--- src/rtl/divider_control.sv ---
// rtl/divider_control.sv - sequencer for the 32-bit shift/subtract divider datapath
// Moore FSM driving remainder-register strobes and ALU select through one division.
module divider_control #(
    parameter int ITER  = 32,
    parameter int CNT_W = 6
) (
    input  logic             clk,
    input  logic             Reset,
    input  logic             start,
    input  logic             Divisor_zero,
    output logic             W_ctrl,
    output logic             SLL_ctrl,
    output logic             SRL_ctrl,
    output logic             ALU_sub,
    output logic             Busy,
    output logic             Ready,
    output logic             Done,
    output logic             Dz_err,
    output logic [CNT_W-1:0] Iter_cnt
);

    typedef enum logic [2:0] {
        S_IDLE,
        S_INIT,
        S_SHIFT,
        S_FIX,
        S_DONE
    } state_t;

    state_t           state;
    state_t           state_nxt;
    logic [CNT_W-1:0] cnt_nxt;
    logic             dz_nxt;

    always_ff @(posedge clk) begin
        if (Reset) begin
            state    <= S_IDLE;
            Iter_cnt <= '0;
            Dz_err   <= 1'b0;
        end else begin
            state    <= state_nxt;
            Iter_cnt <= cnt_nxt;
            Dz_err   <= dz_nxt;
        end
    end

    always_comb begin
        state_nxt = state;
        cnt_nxt   = Iter_cnt;
        dz_nxt    = Dz_err;
        W_ctrl    = 1'b0;
        SLL_ctrl  = 1'b0;
        SRL_ctrl  = 1'b0;
        ALU_sub   = 1'b0;
        Busy      = 1'b0;
        Ready     = 1'b0;
        Done      = 1'b0;
        case (state)
            S_IDLE: begin
                Ready = 1'b1;
                if (start) begin
                    // A zero divisor skips the datapath entirely and reports via Dz_err.
                    dz_nxt    = Divisor_zero;
                    state_nxt = Divisor_zero ? S_DONE : S_INIT;
                end
            end
            S_INIT: begin
                Busy      = 1'b1;
                W_ctrl    = 1'b1;
                cnt_nxt   = CNT_W'(ITER - 1);
                state_nxt = S_SHIFT;
            end
            S_SHIFT: begin
                Busy     = 1'b1;
                SLL_ctrl = 1'b1;
                ALU_sub  = 1'b1;
                if (Iter_cnt != '0) begin
                    cnt_nxt = Iter_cnt - CNT_W'(1);
                end else begin
                    state_nxt = S_FIX;
                end
            end
            S_FIX: begin
                Busy      = 1'b1;
                SRL_ctrl  = 1'b1;
                state_nxt = S_DONE;
            end
            S_DONE: begin
                Done      = 1'b1;
                state_nxt = S_IDLE;
            end
            default: begin
                state_nxt = S_IDLE;
            end
        endcase
    end

endmodule

--- config.mk ---
export PLATFORM = sky130hd
export DESIGN_NAME = divider_control
export DESIGN_NICKNAME = d
export VERILOG_FILES = /design/src/rtl/divider_control.sv
export SDC_FILE = /design/constraint.sdc
export NUM_CORES = 1
export LEC_CHECK = 0
export CAP_MARGIN = 15
export CELL_PAD_IN_SITES_DETAIL_PLACEMENT = 0
export CELL_PAD_IN_SITES_GLOBAL_PLACEMENT = 2
export CORE_UTILIZATION = 23
export CTS_CLUSTER_DIAMETER = 50
export CTS_CLUSTER_SIZE = 12
export DETAILED_ROUTE_END_ITERATION = 6
export PLACE_DENSITY = 0.68
export SLEW_MARGIN = 40
export SYNTH_ARGS = -nofsm -noshare
export SYNTH_HDL_FRONTEND = slang
export SYNTH_SLANG_ARGS = --single-unit
--- constraint.sdc ---
create_clock -name clk -period 1.54 [get_ports clk]
set_input_delay 0.231 -clock clk [delete_from_list [all_inputs] [get_ports clk]]
set_output_delay 0.231 -clock clk [all_outputs]
set_load 0.02 [all_outputs]
After elaboration in Yosys (flattened, before gate mapping)
Index checks and enable logic that the tools add are counted.
Widths: inputs -> output; s select.
- shifts and indexed selects: 0
- bitwise operators: 0
- mux-type cells: 12
- add/sub/neg operators: 1
- $lt $le $gt $ge: 0
- div/mod/pow operators: 0
- multiply operators: 0
- reduce and logical (&&, ||, !) cells: 7
- equality and inequality tests: 7
- operator list (cell ; count):
    $pmux 3 s4 ; 1
    $pmux 6 s2 ; 1
    $mux 3 ; 3
    $eq 3x2->1 const B ; 2
    $mux 1 ; 6
    $mux 6 ; 1
    $ne 2x2->1 const B ; 3
    $reduce_and 2->1 ; 3
    $reduce_bool 6->1 ; 1
    $sub 6x1->6 const B ; 1
    $eq 3x1->1 const B ; 1
    $eq 3x3->1 const B ; 1
    $logic_not 3->1 ; 1
    $reduce_or 3->1 ; 1
    $reduce_bool 2->1 ; 1
- memory bits (read-only): 0
- bits in latches: 0
- bits in writable memories: 0
- memories kept: 0
- flip-flop bits (word level): 10

Depth between registers and ports, before layout
- depth in word-level cells: 3
- gate-level depth with buffers: 5

Worst setup path after synthesis
No wires, ideal clock.
- path kind: register to register
- start: reg state[2]
- end: reg Iter_cnt[1]
- clock period less this slack: 1.913 ns
- data required time: 1.449 ns
- arrival: 1.822 ns
- stages on the path, launching flop included: 5
- setup time: 0.091 ns
- slack: -0.373 ns
- cell sequence: dfxtp_1 -> buf_4 -> nor3b_1 -> o21ai_0 -> a311oi_1
- word-level cells in the longest chain between the ends: 3
- RTL lines (element ; RTL line ; text):
    start, declared ; 30 ; state_t state;
    start signal, assigned ; 41 ; state <= state_nxt;
    $eq 3x2->1 / $eq 3x1->1 (equally long branches) ; 58 ; case (state)
    $ne 2x2->1 (no line) / $reduce_bool 2->1 (equally long branches) ; - ;
    $reduce_and 2->1 (no line) ; - ;
    end signal, assigned ; 42 ; Iter_cnt <= cnt_nxt;
    end, declared ; 19 ; output logic [CNT_W-1:0] Iter_cnt
Parallel ways exist; a longest one is shown, timed or not.
A chain may end at the register's enable or synchronous reset.

Final worst setup path
- start: reg state[0]
- end: reg Iter_cnt[4]
The elaborated chain is that of the path after synthesis.

==> summary.md <==
| Metric | Value |
|---|---|
| Outcome | complete, but fails checks |
| Failing checks | negative setup slack |
| Site Rows | 18 |
| Fin crit period | 1.56 ns |
| IO Pins | 18 |
| Post-synth EDFFs | 0 |
| Total CTS buffers | 3 |
| Worst hold path class | reg2reg |
| Post-Route WL | 1630 um |
| FF+latch area | 206 um2 |
| VDD IR max | 0.389 mV |
| Worst slew margin | 75.5% |
| Reg-to-reg setup timing slack | -0.02 ns |
| Most common cell after layout, fill and taps aside | buf_4 |
| Clock transition at path regs | 0.07 ns |
| Critical Path, Cell by Cell | buf_6 -> or4b_4 -> or4_1 -> a31oi_1 |
| Kind of critical path | reg2reg |
| Min-Delay Path Depth | 2 |
| Worst EP arrival | 1.75 ns |
| Pwr Density | 911 nW/um2 |
| Delay of the slowest critical-path stage | 0.52 ns |
| Final ANT Viol Nets | 0 |
| F_max | 0.640 GHz |
| GRT Util Overall | 13.3% |
| Startpoint types | register |
| Synth warn | 0 |
| Share of cells above drive strength 1 | 53.5% |
| Die Area | 2810 um2 |
| Largest net degree at the start of global routing | 11 |
| Worst skew pair latency | 0.26 ns |
| Yosys reg bits | 10 |
| Multi-input gate area | 412 um2 |
| Critical R2R Launch | state[0]$_SDFFE_PP0P_ |
| # port buffers | 17 |
| Leak | 0.484 nW |
| Synth Flop Type | dfxtp_1 |
| Grt ovf | 0 |
| Part of the cycle the worst path needs | 101% |
| Worst slack, placed | -0.147 ns |
| Synth area leader | dfxtp_1 |
| Clock tree buffer depth | 2 |
| Initial antenna violation count | 0 |
| CTS H-tree depth | 1 |
| Fin. Hold Viols | 0 |
| Async S/R FF share, synth | 0% |
| Worst Path Required | 1.73 ns |
| CTS tree | yes |
| Crit path max fanout | 4 |
| Top-area cell type share of the netlist area | 33.5% |
| Number of global-route vias before repair | 605 |
| Core area | 2480 um2 |
| Slowest stage cell, crit path | or4b_4 |
| Sequential-to-total area share from yosys stat | 33.5% |
| Drt pass-1 iters | 4 |
| N_diodes | 0 |
| Layout area overhead | 66.7% |
| Max_cap viols | 0 |
| Starting Density | 24.1% |
| Most frequent cells in the layout | buf_4, nor2_1 |
| Synthesized area | 598 um2 |
| Hold Crit Start | Dz_err$_SDFFE_PP0P_ |
| Clk sink count | 10 |
| DRT iter0 DRCs | 7 |
| CTS root buf | clkbuf_4 |
| Fin. max-slew vios | 0 |
| CP Capture Type | register |
| Final GP Congestion | 0.812 |
| Number of fillers in the final layout | 257 |
| R2r endpoint | Iter_cnt[4]$_SDFFE_PP0P_ |
| WHS Endpoint | Dz_err$_SDFFE_PP0P_ |
| Final setup violation count | 2 |
| Nets | 109 |
| DR DRC count | 0 |
| Synth Net Count | 72 |
| RSZ-0062 raised after global routing | yes |
| First-pass GRT wire length | 2690 um |
| Setup TNS Final | -0.0281 ns |
| Final worst slack | -0.0222 ns |
| Worst Max-Slew Pin Slew | 0.366 ns |
| Vias | 634 |
| Syn_area_per_cell | 9.06 um2 |
| Vias/cell | 4.84 |
| Distinct cell type count after synthesis | 32 |
| FF-to-FF path depth | 4 |
| WL per Instance | 12.4 um |
| Post-DP HPWL | 1210 um |
| Die X | 53.0 um |
| Post-Syn Instances | 66 |
| Clk_skew | 0.00277 ns |
| Die Y-Extent | 53.0 um |
| Synth area leaders | dfxtp_1, nor2_1, ha_1, buf_4, nor3b_1 |
[synth_stat cells (all sizes together) (2+ instances only)]
cell     n
dfxtp   10
o21ai    3
or3b     2
o211a    2
nor2     7
a211oi   2
or4b     2
nor4     2
buf      5
nor3     3
inv      4
nor3b    3
a311oi   2
a31oi    2
or2      2
ha       2
[per-stage QoR]
stage	cell area (um2)	power [mW]	util (%)	hold WS, ns	cells
6_report	997	0.909	40.3	0.514	131
3_5_place_dp	910	0.686	36.7	0.503	125
4_1_cts	977	0.900	39.4	0.519	130
5_1_grt	997	0.968	40.3	0.551	131
2_1_floorplan	613	0.521	-	0.378	66
3_3_place_gp	910	0.685	36.7	0.489	125
[area by class of cell]
type / instances / area share, %
timing repair buffer: 37 / 30.5
inverter: 4 / 1.51
multi-input combinational: 47 / 41.3
tap: 30 / 3.76
clock buffer: 3 / 2.26
sequential: 10 / 20.7
[worst max path at each step]
| stage | start | to | slack (ns) | cells past startpoint |
|---|---|---|---|---|
| after floorplan | state[0]$_SDFFE_PP0P_ | Iter_cnt[4]$_SDFFE_PP0P_ | -0.03 | 4 |
| after global placement | state[2]$_SDFFE_PP0P_ | W_ctrl | -0.14 | 3 |
| after detailed placement | state[0]$_SDFFE_PP0P_ | W_ctrl | -0.15 | 3 |
| after CTS | state[0]$_SDFFE_PP0P_ | Iter_cnt[4]$_SDFFE_PP0P_ | -0.1 | 4 |
| after global routing | state[0]$_SDFFE_PP0P_ | Iter_cnt[4]$_SDFFE_PP0P_ | -0.08 | 4 |
| final | state[0]$_SDFFE_PP0P_ | Iter_cnt[4]$_SDFFE_PP0P_ | -0.02 | 4 |
[worst max-delay path, delay by kind of cell, from the launching register on]
family                 cells  cell delay [ns]
AO/OA/AOI/OAI              1             0.13
AND/OR/NAND/NOR            2             0.93
flip-flops                 1             0.32
buffers and inverters      1             0.11
[what timing repair did]
item / CTS / global route
endpoints found under the setup margin: 18 / 12
resized for setup: 42 / 11
pin swaps: 4 / 5
hold buffers: 0 / 0
setup buffers: 2 / 1
[power breakdown]
part	switching [mW]	total, mW	internal, mW
Sequential	0.0182	0.304	0.286
Combinational	0.210	0.423	0.212
Clock	0.0914	0.182	0.0902
[registers in the layout (all words and copies together) (netlist names)]
register and flops:
Iter_cnt 6, state 3, Dz_err 1
[cell families (layout without fill, tap and decap cells)]
logic type	after synthesis	count (layout)	share of synthesized area [%]
multiplexers	2	2	3.56
AND/OR/NAND/NOR	28	28	29.9
XOR/XNOR	1	1	1.46
adder cells (fa/ha/maj)	2	2	4.18
flip-flops	10	10	33.5
buffers and inverters	9	44	8.99
AO/OA/AOI/OAI	14	14	18.4
[metal layers]
metal / vias to the layer above / GRT usage [%] / wire [um]
li1: 320 / - / -
met1: 303 / 17.5 / 786
met2: 9 / 21.1 / 790
met3: 2 / 2.59 / 32
met4: 0 / 5.26 / 19
met5: - / 0 / 0
Note: power is estimated with default switching activity, not from simulation.
